$ cat src/rtl/blk_pkg.sv
// Shared constants and types for the block-statistics scan path.
package blk_pkg;

   localparam int unsigned PIX_W     = 24;
   localparam int unsigned HBLKS_DEF = 10;
   localparam int unsigned VBLKS_DEF = 10;
   localparam int unsigned BW_DEF    = 30;
   localparam int unsigned BH_DEF    = 30;

   typedef logic [PIX_W-1:0] pix_t;

   typedef struct packed {
      logic de;
      pix_t wd;
      logic h_save;
      logic v_save;
      logic in_grid;
      logic err;
   } stage1_t;

endpackage

$ cat src/rtl/blk_wrap_cnt.sv
// Wrapping counter 0..MAX; clear takes priority and an inc in the same cycle counts from 0.
module blk_wrap_cnt
   import blk_pkg::*;
#(
   parameter int unsigned MAX = 1,
   parameter int unsigned W   = (MAX > 0) ? $clog2(MAX + 1) : 1
) (
   input  logic         clk_i,
   input  logic         rst_ni,
   input  logic         clear,
   input  logic         inc,
   output logic [W-1:0] value,
   output logic         at_max
);

   logic [W-1:0] base;

   always_comb begin
      base = clear ? '0 : value;
   end

   always_ff @(posedge clk_i or negedge rst_ni) begin
      if (!rst_ni) begin
         value <= '0;
      end else if (inc) begin
         value <= (base == W'(MAX)) ? '0 : base + W'(1);
      end else if (clear) begin
         value <= '0;
      end
   end

   assign at_max = (value == W'(MAX));

endmodule

$ cat src/rtl/blk_scan.sv
// Raster tracker for the block grid: issues save strobes to blk_buffer and
// inverts pixels of flagged blocks on the outgoing video.
module blk_scan
   import blk_pkg::*;
#(
   parameter int unsigned HBLKS = HBLKS_DEF,
   parameter int unsigned VBLKS = VBLKS_DEF,
   parameter int unsigned BW    = BW_DEF,
   parameter int unsigned BH    = BH_DEF
) (
   input  logic             clk_i,
   input  logic             rst_ni,
   input  logic             vs_i,
   input  logic             hs_i,
   input  logic             de_i,
   input  logic [PIX_W-1:0] data_i,
   input  logic             en_i,
   output logic             de_o,
   output logic [PIX_W-1:0] wd_o,
   output logic             h_save_o,
   output logic             v_save_o,
   input  logic             rx_i,
   output logic             vid_vs_o,
   output logic             vid_hs_o,
   output logic             vid_de_o,
   output logic [PIX_W-1:0] vid_data_o,
   output logic             err_o
);

   localparam int unsigned PXW = (BW > 1) ? $clog2(BW) : 1;
   localparam int unsigned HBW = $clog2(HBLKS + 1);
   localparam int unsigned LNW = (BH > 1) ? $clog2(BH) : 1;
   localparam int unsigned VBW = $clog2(VBLKS + 1);

   stage1_t        s1_d, s1_q;
   logic           vs_q, hs_q, synced;
   logic [PXW-1:0] px;
   logic [HBW-1:0] hb;
   logic [LNW-1:0] ln;
   logic [VBW-1:0] vb;
   logic           px_at_max, hb_at_max, ln_at_max, vb_at_max;
   logic           vs_rise, line_end, line_clr;
   logic           grid_px, px_last, hb_last, ln_last;
   logic           h_save, v_save, ln_inc, vb_inc;
   logic           short_line, short_frame, invert;

   // Only terminal flags of px/ln matter here; their raw values are not consumed.
   logic unused_val;
   assign unused_val = ^{px, ln};

   // A vs rise restarts the frame in the same cycle, so a coincident pixel
   // is judged against the cleared counters rather than the stale ones.
   always_comb begin
      vs_rise     = vs_i && !vs_q;
      line_end    = !de_i && s1_q.de;
      line_clr    = vs_rise || line_end;
      grid_px     = de_i && (synced || vs_rise) &&
                    (vs_rise || (!vb_at_max && !hb_at_max));
      px_last     = vs_rise ? (BW == 1)    : px_at_max;
      hb_last     = vs_rise ? (HBLKS == 1) : (hb == HBW'(HBLKS - 1));
      ln_last     = vs_rise ? (BH == 1)    : ln_at_max;
      h_save      = grid_px && px_last;
      v_save      = h_save && hb_last && ln_last;
      ln_inc      = line_end && !vs_rise && synced && !vb_at_max;
      vb_inc      = ln_inc && ln_at_max;
      short_line  = ln_inc && (hb != '0) && !hb_at_max;
      short_frame = vs_rise && synced && (vb != VBW'(VBLKS));
   end

   blk_wrap_cnt #(.MAX(BW - 1), .W(PXW)) u_px (
      .clk_i (clk_i), .rst_ni (rst_ni), .clear (line_clr), .inc (grid_px),
      .value (px), .at_max (px_at_max)
   );

   blk_wrap_cnt #(.MAX(HBLKS), .W(HBW)) u_hb (
      .clk_i (clk_i), .rst_ni (rst_ni), .clear (line_clr), .inc (h_save),
      .value (hb), .at_max (hb_at_max)
   );

   blk_wrap_cnt #(.MAX(BH - 1), .W(LNW)) u_ln (
      .clk_i (clk_i), .rst_ni (rst_ni), .clear (vs_rise), .inc (ln_inc),
      .value (ln), .at_max (ln_at_max)
   );

   blk_wrap_cnt #(.MAX(VBLKS), .W(VBW)) u_vb (
      .clk_i (clk_i), .rst_ni (rst_ni), .clear (vs_rise), .inc (vb_inc),
      .value (vb), .at_max (vb_at_max)
   );

   always_comb begin
      s1_d = '{de: de_i, wd: data_i, h_save: h_save, v_save: v_save,
               in_grid: grid_px, err: short_line || short_frame};
   end

   always_ff @(posedge clk_i or negedge rst_ni) begin
      if (!rst_ni) begin
         s1_q   <= '0;
         vs_q   <= 1'b0;
         hs_q   <= 1'b0;
         synced <= 1'b0;
      end else begin
         s1_q <= s1_d;
         vs_q <= vs_i;
         hs_q <= hs_i;
         if (vs_rise) synced <= 1'b1;
      end
   end

   assign invert = en_i && rx_i && s1_q.in_grid;

   always_ff @(posedge clk_i or negedge rst_ni) begin
      if (!rst_ni) begin
         vid_vs_o   <= 1'b0;
         vid_hs_o   <= 1'b0;
         vid_de_o   <= 1'b0;
         vid_data_o <= '0;
      end else begin
         vid_vs_o   <= vs_q;
         vid_hs_o   <= hs_q;
         vid_de_o   <= s1_q.de;
         vid_data_o <= invert ? ~s1_q.wd : s1_q.wd;
      end
   end

   assign de_o     = s1_q.de;
   assign wd_o     = s1_q.wd;
   assign h_save_o = s1_q.h_save;
   assign v_save_o = s1_q.v_save;
   assign err_o    = s1_q.err;

endmodule

$ cat config.mk
export PLATFORM = sky130hd
export DESIGN_NAME = blk_scan
export DESIGN_NICKNAME = d
export VERILOG_FILES = /design/src/rtl/blk_pkg.sv /design/src/rtl/blk_wrap_cnt.sv /design/src/rtl/blk_scan.sv
export SDC_FILE = /design/constraint.sdc
export NUM_CORES = 1
export LEC_CHECK = 0
export CAP_MARGIN = 5
export CORE_MARGIN = 4
export CORE_UTILIZATION = 30
export CTS_CLUSTER_SIZE = 12
export DETAILED_ROUTE_END_ITERATION = 12
export PLACE_DENSITY_LB_ADDON = 0.05
export SLEW_MARGIN = 20
export SYNTH_ARGS = -nofsm -noshare
export SYNTH_HDL_FRONTEND = slang
export SYNTH_SLANG_ARGS = --single-unit
$ cat constraint.sdc
create_clock -name clk_i -period 1.85 [get_ports clk_i]
set_input_delay 0.37 -clock clk_i [delete_from_list [all_inputs] [get_ports clk_i]]
set_output_delay 0.37 -clock clk_i [all_outputs]
set_load 0.02 [all_outputs]
==> results of run 1 <==
-- registers in the layout (all words and copies together), names as in the netlist, 4 cells and up --
register    count
wd_o           24
u_px.value      5
u_ln.value      5
u_vb.value      4
u_hb.value      4
vid_data_o     24
-- cell families after synthesis --
family | after synthesis | synth area share, %
muxes | 1 | 0.333
xor gates and xnor gates | 31 | 9.03
and+or+nand+nor | 62 | 11.4
buffers and inverters | 35 | 7.66
DFF | 77 | 64.1
adders and majority gates | 3 | 1.25
AOI/OAI and AO/OA | 27 | 6.20
-- synthesized netlist by cell type (2+ instances only) --
cell type / number / area share, %
a21oi_1: 9 / 1.5
a31o_2: 2 / 0.58
and2_1: 3 / 0.62
and3_1: 4 / 0.83
buf_4: 24 / 6.0
clkbuf_1: 4 / 0.50
dfrtp_1: 77 / 64
ha_1: 3 / 1.2
inv_1: 5 / 0.62
nand2_1: 13 / 1.6
nand2b_1: 2 / 0.42
nand3_1: 6 / 1.0
nand4_1: 4 / 0.83
nor2_1: 9 / 1.1
nor2b_1: 2 / 0.42
nor3_1: 5 / 0.83
nor4_1: 2 / 0.42
nor4b_1: 2 / 0.58
o211ai_1: 2 / 0.50
o21ai_0: 5 / 0.83
o31ai_1: 2 / 0.50
or3_1: 3 / 0.62
or4_1: 3 / 0.75
xnor2_1: 29 / 8.4
xor2_1: 2 / 0.58
-- metrics by stage --
stage	setup WS, ns	hold WS, ns	area [µm²]
2_1_floorplan	0.0674	0.0744	3010
3_3_place_gp	-0.384	0.340	4030
3_5_place_dp	-0.410	0.330	4030
4_1_cts	-0.00278	0.356	4220
5_1_grt	0.00703	0.221	4250
6_report	0.0699	0.209	4250
-- final cells by class --
cell class,instances,area (µm²),area share [%]
Inverter,5,18.8,0.442
Multi-Input combinational cell,124,880,20.7
Tap cell,133,166,3.92
Clock buffer,9,124,2.92
Clock inverter,6,40.0,0.942
Sequential cell,77,1930,45.3
Timing Repair Buffer,115,1090,25.7
-- repair_timing --
item | in CTS | in global routing
endpoints found under the setup margin | 4 | 9
gates cloned | 0 | 0
endpoints found under the hold margin | 27 | 0
gates resized for setup | 2 | 8
hold buffers | 1 | 0
pin swaps | 0 | 1
buffers inserted | 0 | 1
-- power breakdown --
part,leakage [nW],internal [mW],switching [mW]
registers,0.936,1.79,0.0640
logic,0.777,0.312,0.276
clock network,0.0852,0.479,0.623
total,1.80,2.58,0.963
-- metal layers --
layer | GRT usage (%) | vias to the layer above | wire length, µm
li1 | - | 967 | -
met1 | 15.9 | 979 | 2970
met2 | 18.0 | 55 | 3010
met3 | 3.64 | 9 | 379
met4 | 5.14 | 0 | 103
met5 | 0 | - | 0
-- worst paths after layout --
| path | slack (ns) | depth (start not counted) | endpoint | from |
|---|---|---|---|---|
| min reg2reg | 0.35 | 0 | vid_hs_o$_DFF_PN0_ | hs_q$_DFF_PN0_ |
| max in group asynchronous | 0.82 | 3 | vid_data_o[18]$_DFF_PN0_ | rst_ni |
| max | 0.07 | 7 | u_px.value[4]$_DFF_PN0_ | de_i |
| min | 0.21 | 1 | vs_q$_DFF_PN0_ | vs_i |
| max reg2reg | 0.08 | 8 | u_px.value[2]$_DFF_PN0_ | vs_q$_DFF_PN0_ |
| min in group asynchronous | 0.50 | 2 | vs_q$_DFF_PN0_ | rst_ni |
==> impl_metrics.sql, run 1 <==
INSERT INTO impl_metrics (metric_group, metric, value, unit) VALUES
('global_routing', 'grt_antenna_before_repair', '0', ''),
('global_routing', 'gr-usage-all-layers', '11.9', '%'),
('power_and_ir_drop', 'p_total', '3.54', 'mW'),
('global_routing', 'grt_first_pass_wirelength', '10.7', 'mm'),
('timing', 'setup_viol_count_final', '0', ''),
('floorplanning', 'rows', '36', ''),
('worst_setup_path', 'worst_ep_arrival_time', '2.05', 'ns'),
('route', 'vias_per_cell', '4.29', ''),
('timing', 'fin_worst_skew', '0.00945', 'ns'),
('synth', 'synth.yosys.seq_area_share', '64.1', '%'),
('timing', 'final_period_minus_worst_setup_slack', '1.78', 'ns'),
('final_layout', 'num-fill-cells', '933', ''),
('floorplanning', 'start_util', '30.8', '%'),
('synth', 'synth-seq-cells', '77', ''),
('final_layout', 'post_layout_nonfiller_instances', '469', ''),
('final_layout', 'nets', '366', ''),
('clocking', 'cts_made_buffers', '9', ''),
('clocking', 'ctsLongestPathBuffers', '2', ''),
('clocking', 'tritoncts', 'done', ''),
('global_routing', 'globalRouteOverflowTotal', '0', ''),
('synth', 'syn_area_per_cell', '12.7', 'µm²'),
('floorplanning', 'floorplan.die.height', '108', 'µm'),
('clocking', 'path_clk_slew', '0.08', 'ns'),
('global_routing', 'first_global_vias', '2074', ''),
('synth', 'yosys_most_used_dff', 'dfrtp_1', ''),
('synth', 'synth_enable_flop_cells', '0', ''),
('timing', 'final_max_slew_viol_count', '0', ''),
('power_and_ir_drop', 'max_rail_drop_vdd', '271', 'µV'),
('place', 'place.detailed.hpwl', '4.57', 'mm'),
('worst_setup_path', 'worst_path_max_delay_cell', 'or4_1', ''),
('route', 'drtAntennaViolNets', '0', ''),
('place', 'placed_cells', '452', ''),
('power_and_ir_drop', 'cellLeakagePower', '1.80', 'nW'),
('global_routing', 'maximum_number_of_pins_on_one_net_before_global_route_repair', '37', ''),
('floorplanning', 'core_area', '9770', 'µm²'),
('timing', 'final_hold_viol_count', '0', ''),
('clocking', 'cts.sink_count', '77', ''),
('final_layout', 'final_layout_size_suffix_gt1_share', '16.7', '%'),
('worst_setup_path', 'timing.critical_path.from_type', 'primary input', ''),
('clocking', 'root_buffer', 'clkbuf_8', ''),
('run_status', 'status', 'finished, final reports clean', ''),
('synth', 'synth_cell_type_count', '39', ''),
('clocking', 'ctsHtreeMaxLevel', '3', ''),
('synth', 'netlist_instances', '236', ''),
('worst_setup_path', 'critical_path.cell_chain', 'clkdlybuf4s50_1 -> nand2b_4 -> and3_4 -> ha_2 -> inv_1 -> or4_1 -> a21oi_1', ''),
('final_layout', 'fin_util', '43.5', '%'),
('timing', 'max-slew-margin-rel', '68.6', '%'),
('worst_setup_path', 'timing.critical_path.buf_inv', '2', ''),
('final_layout', 'layout.cells.most_common', 'clkdlybuf4s50_1', ''),
('place', 'gp_congestion', '0.796', ''),
('synth', 'ys_async_sr_fraction', '100', '%'),
('final_layout', 'most-common-layout-cells', '82 x clkdlybuf4s50_1, 77 x dfrtp_1, 29 x xnor2_1, 29 x buf_4, 13 x nand2_1', ''),
('clocking', 'clock_latency_at_the_later_pin_of_the_worst_skew_pair', '0.35', 'ns'),
('route', 'via_count', '2010', ''),
('route', 'detail_route.wirelength', '6.46', 'mm'),
('route', 'drc_errors', '0', ''),
('timing', 'rsz_0062_raised_after_global_routing', 'false', ''),
('floorplanning', 'die_w', '108', 'µm'),
('route', 'dr.pass1.iters', '4', ''),
('hold_path', 'hold_class', 'in2reg', ''),
('synth', 'mappedNetlistNets', '270', ''),
('floorplanning', 'floorplan.die_area', '11700', 'µm²'),
('place', 'number_of_buffers_added_on_ports', '85', ''),
('timing', 'tns', '0', 'ns'),
('worst_setup_path', 'worstSetupEndpointType', 'flip-flop', ''),
('route', 'detail_route.iter0.violations', '42', ''),
('worst_setup_path', 'critical-path-top-delay-family', 'simple AND/OR/NAND/NOR gates', ''),
('job', 'drv.max_cap_violation_count', '0', ''),
('power_and_ir_drop', 'power.density', '834', 'nW/µm²'),
('worst_setup_path', 'worst-endpoint-required', '2.12', 'ns'),
('timing', 'layout_worst_path_cycle_share', '96.2', '%'),
('timing', 'fmaxAchievable', '562', 'MHz'),
('final_layout', 'syn_to_final_growth', '41.3', '%'),
('timing', 'worst-slew-pin-transition', '0.470', 'ns'),
('worst_setup_path', 'critical_path.max_fanout', '4', ''),
('worst_setup_path', 'timing_worst_setup_path_type', 'in2reg', ''),
('final_layout', 'num_antenna_cells', '0', ''),
('synth', 'synth_warnings', '0', ''),
('worst_setup_path', 'critical_path.max_stage_delay', '0.50', 'ns'),
('route', 'drt-wirelength-per-cell', '13.8', 'µm'),
('floorplanning', 'floorplan.io_pins', '86', ''),
('synth', 'mappedNetlistArea', '3010', 'µm²');
Power figures use the tool's default switching activity.
==> inputs of run 2 (changes only) <==
--- a/config.mk
+++ b/config.mk
@@ -7,7 +7,7 @@
 export LEC_CHECK = 0
 export CAP_MARGIN = 5
 export CORE_MARGIN = 4
-export CORE_UTILIZATION = 30
+export CORE_UTILIZATION = 40
 export CTS_CLUSTER_SIZE = 12
 export DETAILED_ROUTE_END_ITERATION = 12
 export PLACE_DENSITY_LB_ADDON = 0.05
==> impl_metrics.sql, run 2 (synthesis results as in run 1) <==
INSERT INTO impl_metrics (metric_group, metric, value, unit) VALUES
('worst_setup_path', 'critical_path.max_fanout', '3', ''),
('power_and_ir_drop', 'power.density', '922', 'nW/µm²'),
('final_layout', 'most-common-layout-cells', '82 x clkdlybuf4s50_1, 77 x dfrtp_1, 29 x xnor2_1, 23 x buf_4, 13 x nand2_1', ''),
('timing', 'rsz_0062_raised_after_global_routing', 'false', ''),
('place', 'gp_congestion', '0.809', ''),
('final_layout', 'num_antenna_cells', '0', ''),
('global_routing', 'grt_first_pass_wirelength', '10.2', 'mm'),
('final_layout', 'syn_to_final_growth', '39.7', '%'),
('worst_setup_path', 'worstSetupEndpointType', 'flip-flop', ''),
('clocking', 'root_buffer', 'clkbuf_8', ''),
('timing', 'fin_worst_skew', '0.00841', 'ns'),
('final_layout', 'fin_util', '57.6', '%'),
('timing', 'setup_viol_count_final', '0', ''),
('worst_setup_path', 'critical_path.cell_chain', 'clkdlybuf4s50_1 -> nand2b_1 -> and3_1 -> ha_1 -> inv_1 -> or4_1 -> a21oi_1', ''),
('place', 'place.detailed.hpwl', '4.34', 'mm'),
('final_layout', 'num-fill-cells', '641', ''),
('route', 'drt-wirelength-per-cell', '14.3', 'µm'),
('route', 'dr.pass1.iters', '4', ''),
('global_routing', 'globalRouteOverflowTotal', '0', ''),
('timing', 'layout_worst_path_cycle_share', '95.4', '%'),
('worst_setup_path', 'critical-path-top-delay-family', 'simple AND/OR/NAND/NOR gates', ''),
('timing', 'final_max_slew_viol_count', '0', ''),
('global_routing', 'grt_antenna_before_repair', '0', ''),
('worst_setup_path', 'worst-endpoint-required', '2.13', 'ns'),
('worst_setup_path', 'timing.critical_path.from_type', 'primary input', ''),
('clocking', 'path_clk_slew', '0.09', 'ns'),
('timing', 'worst-slew-pin-transition', '0.396', 'ns'),
('clocking', 'cts.sink_count', '77', ''),
('route', 'detail_route.iter0.violations', '49', ''),
('floorplanning', 'core_area', '7290', 'µm²'),
('floorplanning', 'floorplan.die_area', '8970', 'µm²'),
('clocking', 'ctsHtreeMaxLevel', '3', ''),
('route', 'via_count', '2005', ''),
('worst_setup_path', 'timing.critical_path.buf_inv', '2', ''),
('timing', 'final_hold_viol_count', '0', ''),
('place', 'placed_area', '3950', 'µm²'),
('worst_setup_path', 'worst_ep_arrival_time', '2.04', 'ns'),
('route', 'drc_errors', '0', ''),
('clocking', 'tritoncts', 'done', ''),
('power_and_ir_drop', 'cellLeakagePower', '1.79', 'nW'),
('floorplanning', 'start_util', '41.2', '%'),
('worst_setup_path', 'timing_worst_setup_path_type', 'in2reg', ''),
('route', 'drtAntennaViolNets', '0', ''),
('job', 'drv.max_cap_violation_count', '0', ''),
('floorplanning', 'floorplan.die.height', '94.7', 'µm'),
('timing', 'final_period_minus_worst_setup_slack', '1.77', 'ns'),
('global_routing', 'gr-usage-all-layers', '15.2', '%'),
('global_routing', 'first_global_vias', '2079', ''),
('clocking', 'ctsLongestPathBuffers', '2', ''),
('run_status', 'status', 'finished, final reports clean', ''),
('route', 'vias_per_cell', '4.67', ''),
('final_layout', 'final_layout_size_suffix_gt1_share', '14.2', '%'),
('timing', 'post_route_worst_hold_slack', '0.0282', 'ns'),
('final_layout', 'fin_area', '4200', 'µm²'),
('timing', 'fmaxAchievable', '566', 'MHz'),
('power_and_ir_drop', 'max_rail_drop_vdd', '321', 'µV'),
('floorplanning', 'die_w', '94.7', 'µm'),
('clocking', 'clock_latency_at_the_later_pin_of_the_worst_skew_pair', '0.35', 'ns'),
('worst_setup_path', 'critical_path.max_stage_delay', '0.49', 'ns'),
('power_and_ir_drop', 'p_total', '3.87', 'mW'),
('hold_path', 'hold_class', 'in2async', ''),
('clocking', 'cts_made_buffers', '9', ''),
('route', 'detail_route.wirelength', '6.15', 'mm'),
('floorplanning', 'floorplan.io_pins', '86', ''),
('worst_setup_path', 'worst_path_max_delay_cell', 'or4_1', ''),
('final_layout', 'layout.cells.most_common', 'clkdlybuf4s50_1', ''),
('place', 'number_of_buffers_added_on_ports', '85', ''),
('global_routing', 'maximum_number_of_pins_on_one_net_before_global_route_repair', '78', ''),
('final_layout', 'nets', '359', ''),
('timing', 'max-slew-margin-rel', '73.5', '%'),
('floorplanning', 'rows', '31', '');
[run 2: repair_timing]
| action | in CTS | in global routing |
|---|---|---|
| gates cloned | 0 | 0 |
| resized for setup | 2 | 4 |
| hold buffers | 0 | 0 |
| pin swaps | 0 | 1 |
| setup endpoints to repair | 2 | 5 |
| buffers inserted | 0 | 0 |
[run 2: metrics by stage]
step / worst slack (ns) / setup TNS [ns] / instances
2_1_floorplan: 0.0674 / 0 / 236
3_3_place_gp: -0.350 / -3.03 / 413
3_5_place_dp: -0.439 / -3.50 / 413
4_1_cts: 0.0195 / 0 / 429
5_1_grt: 0.00511 / 0 / 429
6_report: 0.0844 / 0 / 429
[run 2: final cells by class]
cell class              count  area, µm²  share of cell area (%)
flip-flops and latches     77       1930                    45.9
well taps                  99        124                    2.95
multi-input cells         124        865                    20.6
clock inverters             6       92.6                    2.21
clock buffers              10        138                    3.28
repair buffers            108       1030                    24.6
inverters                   5       18.8                   0.447
[run 2: per-layer routing]
| metal | wire (µm) | GRT usage, % | vias to the layer above |
|---|---|---|---|
| met4 | 122 | 6.49 | 0 |
| met5 | 0 | 0 | - |
| li1 | - | - | 955 |
| met2 | 2920 | 23.7 | 58 |
| met1 | 2750 | 19.6 | 981 |
| met3 | 364 | 4.54 | 11 |
[run 2: worst register-to-register path: cells and delay by family (launching register included)]
family / cells / cell delay [ns]
AND/OR/NAND/NOR: 3 / 0.92
flip-flops: 1 / 0.43
buffers and inverters: 1 / 0.17
AO/OA/AOI/OAI: 1 / 0.16
[run 2: power breakdown]
group | internal, mW | switching [mW]
clock network | 0.806 | 0.646
logic | 0.294 | 0.266
registers | 1.79 | 0.0687
[run 2: final timing paths]
| kind | start | slack, ns | end | cells past startpoint |
|---|---|---|---|---|
| min | rst_ni | 0.03 | wd_o[5]$_DFF_PN0_ | 2 |
| max | de_i | 0.08 | u_px.value[4]$_DFF_PN0_ | 7 |
| max in group asynchronous | rst_ni | 1.51 | u_px.value[1]$_DFF_PN0_ | 2 |
| min in group clk_i | hs_q$_DFF_PN0_ | 0.36 | vid_hs_o$_DFF_PN0_ | 0 |
| max reg2reg | vs_q$_DFF_PN0_ | 0.10 | u_hb.value[1]$_DFF_PN0_ | 5 |
| min reg2reg | hs_q$_DFF_PN0_ | 0.36 | vid_hs_o$_DFF_PN0_ | 0 |
==> inputs of run 3 (changes only) <==
--- a/config.mk
+++ b/config.mk
@@ -15,3 +15,4 @@
 export SYNTH_ARGS = -nofsm -noshare
 export SYNTH_HDL_FRONTEND = slang
 export SYNTH_SLANG_ARGS = --single-unit
+export TNS_END_PERCENT = 50
==> results of run 3 <==
The final DEF is identical to that of run 2; final timing and power are the same.
